--- config.mk ---
export PLATFORM = sky130hd
export DESIGN_NAME = sort_loader
export DESIGN_NICKNAME = d
export VERILOG_FILES = /design/src/rtl/sorter_pkg.sv /design/src/rtl/sort_loader.sv
export SDC_FILE = /design/constraint.sdc
export NUM_CORES = 1
export LEC_CHECK = 0
export CAP_MARGIN = 20
export CORE_MARGIN = 8
export CORE_UTILIZATION = 48
export CTS_CLUSTER_DIAMETER = 60
export DETAILED_ROUTE_END_ITERATION = 12
export GPL_TIMING_DRIVEN = 0
export PLACE_DENSITY = 0.82
export SETUP_SLACK_MARGIN = 0.1
export SLEW_MARGIN = 20
export SYNTH_ARGS = -nofsm -noshare
export SYNTH_HDL_FRONTEND = slang
export SYNTH_SLANG_ARGS = --single-unit
--- constraint.sdc ---
create_clock -name clk -period 4.4 [get_ports clk]
set_input_delay 0.88 -clock clk [delete_from_list [all_inputs] [get_ports clk]]
set_output_delay 0.88 -clock clk [all_outputs]
set_load 0.01 [all_outputs]
--- src/rtl/sorter_pkg.sv ---
// Shared constants and types for the sorting front end: default frame geometry,
// the loader FSM encoding and the pad value used to push unfilled slots to the
// end of the sorted order.
package sorter_pkg;

  localparam int DEFAULT_WIDTH = 4;
  localparam int DEFAULT_N     = 4;

  typedef enum logic {
    FILL = 1'b0,
    HOLD = 1'b1
  } state_t;

  // All-ones pad word at the default width; the loader builds the same value
  // at its own WIDTH so padding always sorts last.
  localparam logic [DEFAULT_WIDTH-1:0] PAD_VALUE = '1;

endpackage

--- src/rtl/sort_loader.sv ---
// sort_loader: collects N words of WIDTH bits into one packed frame for the
// bitonic sorter. FILL accepts words into slot idx; HOLD presents the frame
// until the sorter takes it.
//
// Handshake: a word moves on in_valid & in_ready, and a frame moves on
// out_valid & out_ready. Each side is sampled at the rising edge. in_ready and
// out_valid depend only on the FSM state, never on the opposite handshake.
//
// Optional feature: define SORT_LOADER_PAD_FLUSH_EN to let in_last close a
// short frame. The unused slots are then filled with all-ones, and out_count
// reports the real word count. Without the macro, in_last is ignored.
module sort_loader
  import sorter_pkg::*;
#(
  parameter int WIDTH = DEFAULT_WIDTH,
  parameter int N     = DEFAULT_N
) (
  input  logic                   clk,
  input  logic                   rst,
  input  logic [WIDTH-1:0]       in_data,
  input  logic                   in_valid,
  input  logic                   in_last,
  output logic                   in_ready,
  output logic [N*WIDTH-1:0]     out_data,
  output logic                   out_valid,
  input  logic                   out_ready,
  output logic [$clog2(N):0]     out_count,
  output state_t                 dbg_state
);

  localparam int IW = $clog2(N);
  localparam int CW = $clog2(N) + 1;
  localparam logic [WIDTH-1:0] PAD = {WIDTH{1'b1}};

  state_t             state_q, state_d;
  logic [IW-1:0]      idx_q;
  logic [N*WIDTH-1:0] data_q;
  logic [CW-1:0]      count_q;

  logic               accept;
  logic               last_slot;
  logic               close;
  logic [CW-1:0]      count_d;

  assign accept    = (state_q == FILL) && in_valid;
  assign last_slot = (idx_q == IW'(N - 1));

`ifdef SORT_LOADER_PAD_FLUSH_EN
  // A word flagged as last closes the frame early. At the final slot this is
  // the same as a normal full frame.
  assign close   = accept && (last_slot || in_last);
  assign count_d = last_slot ? CW'(N) : ({1'b0, idx_q} + CW'(1));
`else
  logic unused_in_last;
  assign unused_in_last = in_last;
  assign close   = accept && last_slot;
  assign count_d = CW'(N);
`endif

  // State register: reset always returns to FILL and drops any pending frame.
  always_ff @(posedge clk) begin
    if (rst) state_q <= FILL;
    else     state_q <= state_d;
  end

  // Next-state logic: close a frame into HOLD, release on downstream accept.
  always_comb begin
    state_d = state_q;
    case (state_q)
      FILL:    if (close)     state_d = HOLD;
      HOLD:    if (out_ready) state_d = FILL;
      default:                state_d = FILL;
    endcase
  end

  // Output decode: the two handshake flags follow the state directly.
  always_comb begin
    in_ready  = (state_q == FILL);
    out_valid = (state_q == HOLD);
    dbg_state = state_q;
  end

  // Slot write, index advance and count capture. The index clears when the
  // frame is released, so slot 0 is next in line.
  always_ff @(posedge clk) begin
    if (rst) begin
      idx_q   <= '0;
      data_q  <= '0;
      count_q <= '0;
    end else begin
      if (accept) begin
        data_q[int'(idx_q)*WIDTH +: WIDTH] <= in_data;
        if (close) count_q <= count_d;
        else       idx_q   <= idx_q + IW'(1);
`ifdef SORT_LOADER_PAD_FLUSH_EN
        if (close && !last_slot) begin
          for (int i = 0; i < N; i++) begin
            if (i > int'(idx_q)) data_q[i*WIDTH +: WIDTH] <= PAD;
          end
        end
`endif
      end
      if ((state_q == HOLD) && out_ready) idx_q <= '0;
    end
  end

  assign out_data  = data_q;
  assign out_count = count_q;

endmodule
Yosys cells after proc, flatten, opt, wreduce, memory -nomap -nowiden
Index checks and enable logic that the tools add are counted.
{ "word_totals": {"input_bits": 9, "regBits": 20, "word_cells": 21, "output_inout_bits": 22} }
{ "op_classes": {"shift": 2, "addsub": 2, "eq_ne": 1, "n_mux": 4, "n_reduce_logical": 6, "bitwise": 2} }
{ "ops": {"columns": ["op", "n"], "rows": [
  ["negator 4 -> 33 bit", 1],
  ["variable shift 4 x 33 -> 16 bit (first input constant)", 1],
  ["indexed part select 4 x 33 -> 16 bit", 1],
  ["bitwise mux 16 bit", 1],
  ["AND reduction 2 bit", 2],
  ["logical AND 1 bit", 3],
  ["adder 2 x 1 -> 2 bit (second input constant)", 1],
  ["== test 2 bit (second input constant)", 1],
  ["two-way mux 1 bit", 2],
  ["NOT 1 bit", 2],
  ["one-hot mux 1 bit (2 select lines)", 1],
  ["OR reduction 2 bit", 1]
]} }

Logic depth before layout (Yosys ltp)
{ "depth": {"ltp_word": 5, "mapped_depth": 6} }

Worst setup path after synthesis
Ideal clock, no wire load.
{ "synth_path": {"path_kind": "reg2out", "start": "register state_q, in the netlist dbg_state", "end": "output port in_ready", "slack_ns": 2.838, "path_stages_with_launch": 3, "t_required_ns": 3.520, "arrival_time_ns": 0.682, "n_path_buf": 1, "path_cell_list": "dfxtp_1 > buf_2 > inv_1"} }
{ "synth_via": {"elab_chain_len": 1} }
{ "synth_lines": {"columns": ["item", "line", "source"], "rows": [
  ["from (decl)", "sort_loader.sv:35", "state_t state_q, state_d;"],
  ["from (signal assigned)", "sort_loader.sv:63", "else state_q <= state_d;"],
  ["NOT 1 bit", "sort_loader.sv:78", "in_ready = (state_q == FILL);"],
  ["to (decl)", "sort_loader.sv:23", "output logic in_ready,"]
]} }
Every way passes these cells.

Worst setup path after layout
Same ends and word-level chain as after synthesis.

==> impl_metrics.toml <==
[timing]
fin_crit_sh = 0.528
tns_ps = 0
setup_violations = 0
grt_setup_unrepaired = "no"
timing.fmax_mhz = 430
finalMaxSlewViolations = 0
fin_skew_ps = 7.56
period_needed_ps = 2330
hold_viol_final = 0

[placed_design]
io_buffers = 27
dp_hpwl_um = 1720
place_congestion = 0.737

[drt]
routedWlPerCell_um = 13.0
vias_per_cell = 5.24
routed-via-count = 865
ant_nets = 0
drt_iter0_drc = 18
first_pass_iters = 4
drt-total-wl_um = 2140
post-route-drc-count = 0

[floorplan]
io_pins = 31
dieWidth_um = 61.1
rows = 16
coreArea_um2 = 1940
fp.dieH_um = 61.1
die-area_um2 = 3730
initial_core_util = 0.503

[cts]
cts_resized = 0
cts_tree = "yes"
post_cts_buffers = 0
cts.sinks = 20
cts_made_buffers = 3
htree_levels = 1
path_clk_slew_ps = 110
clock_latency_ps = 290
hold_buffers = 0
clk_path_buf_depth = 2
clock-root-buffer = "clkbuf_4"

[critical_path]
worstPathArrival_ps = 1450
path_delay_family = "buffers and inverters"
cp-end-kind = "output port"
cpMaxStageDelayCell = "clkdlybuf4s50_1"
path_buf_inv = 3
crit_path_start_kind = "register"
critPathKind = "register to output port"
required_ps = 3520
path_cells = "buf_2 -> inv_1 -> clkdlybuf4s50_1"
cp_max_fo = 10
critPathMaxStageDelay_ps = 480

[pwr]
leakage_nw = 0.477
finalPower_mw = 0.373
p_per_area_nw_per_um2 = 283
ir_worst_vdd_mv = 0.251

[synthesis]
synth_area_per_cell_um2 = 9.21
seq_area_frac_synth = 0.410
async_flop_share = 0
syn_area_um2 = 976
ys_seq_elements = 20
yosysWarnings = 0
netlist_instances = 106
synth_edf_count = 0
ys.flop_type = "dfxtp_1"
ys_types = 28

[cells_and_area]
nFillCells = 162
layout-drive-gt1-share = 0.116
nets = 153
area_delta_synth_final_pct = 35.3
antennaDiodeCount = 0
layout.area.seq_um2 = 400
multiInputGateArea_um2 = 520

[job]
max_cap_viol_count = 0

[min_path]
hp-class = "register to register"

[status]
status = "finished clean"

[global_route]
overflow = 0
first_global_vias = 860
grt_pass1_wl_um = 3500
grt_use_total = 0.120
antenna_found_initial = 0
grt_max_degree = 12
cell type report:
type                            instances  share of cell area
Clock buffer                            4              0.0275
Multi-Input combinational cell         77               0.394
Buffer                                  7              0.0360
Inverter                                3             0.00853
Timing Repair Buffer                   27               0.205
Tap cell                               27              0.0256
Sequential cell                        20               0.303
Yosys cell counts (2+ instances only):
master	count	area (um2)
a21oi_1	12	60.1
and3b_1	4	35.0
buf_2	2	10.0
buf_4	3	22.5
dfxtp_1	20	400
ha_1	5	62.6
inv_1	3	11.3
nand2_1	14	52.6
nand3_1	8	40.0
nand3b_1	7	52.6
nand4_1	4	25.0
nor2_1	5	18.8
nor3b_2	2	25.0
o31ai_1	2	15.0
o41ai_1	2	17.5
tightest hold or removal path, cell delays in order (launching register included):
cell     delay [ps]
dfxtp_1         320
nand2_1          50
a21oi_1          50
report_power, final:
group	internal, mW	total, mW	switching (mW)	leakage (nW)
combinational	0.0369	0.0823	0.0454	0.294
clock	0.0503	0.101	0.0509	0.0210
sequential	0.186	0.190	0.00377	0.162
metrics by stage:
stage	instances	worst slack (ps)	cell area, um2	hold slack (ps)	utilization
after CTS	165	2050	1320	461	0.680
after detailed placement	161	2190	1280	445	0.661
after global placement	161	2230	1280	442	0.661
after global routing	165	1970	1320	486	0.680
final	165	2070	1320	456	0.680
after floorplan	107	2840	980	476	-
cells by family after synthesis:
logic type               Yosys count  synth area share
adder cells (fa/ha/maj)            5            0.0641
buffers and inverters             10            0.0602
AO/OA/AOI/OAI                     18             0.112
other                              1           0.00384
multiplexers                       1            0.0103
AND/OR/NAND/NOR                   50             0.331
XOR/XNOR                           1           0.00898
flip-flops                        20             0.410
flip-flops by register name, summed over array words and instances, names as in the netlist:
signal,count
out_data,16
idx_q,2
out_count,1
dbg_state,1
layout by cell type, fill, tap and decap left out:
master / count
a21oi_2: 1
nand2b_1: 1
buf_2: 2
xnor2_1: 1
nand3b_2: 1
nor4b_4: 1
o41ai_1: 2
nor2_1: 5
clkbuf_1: 1
nand3b_1: 7
dfxtp_1: 20
clkbuf_4: 3
ha_1: 5
clkbuf_8: 1
o31ai_1: 2
nor3b_4: 1
a21oi_1: 12
inv_1: 3
nor2b_1: 1
nor3b_2: 2
and3b_1: 4
buf_4: 3
a21o_1: 1
nand3_1: 8
mux2i_1: 1
clkdlybuf4s50_1: 27
nand2_1: 14
conb_1: 2
buf_6: 1
nand4_1: 4
or2b_1: 1
path summary, 6_finish.rpt:
check	end	cells after the start	start	slack, ps
worst max-delay path	in_ready	3	dbg_state	2070
worst min-delay path	out_data[5]	2	out_data[5]	460
worst max register to register	out_data[11]	6	idx_q[0]	2670
worst min register to register	out_data[5]	2	out_data[5]	460
metal layers:
metal / GRT usage / share of wire / vias up
met2: 0.210 / 0.49 / 28
met4: 0.0498 / 0.014 / 0
met3: 0.0334 / 0.090 / 6
li1: - / - / 431
met5: 0 / 0 / -
met1: 0.133 / 0.40 / 400
No activity file was read; power rests on OpenSTA's default activity.
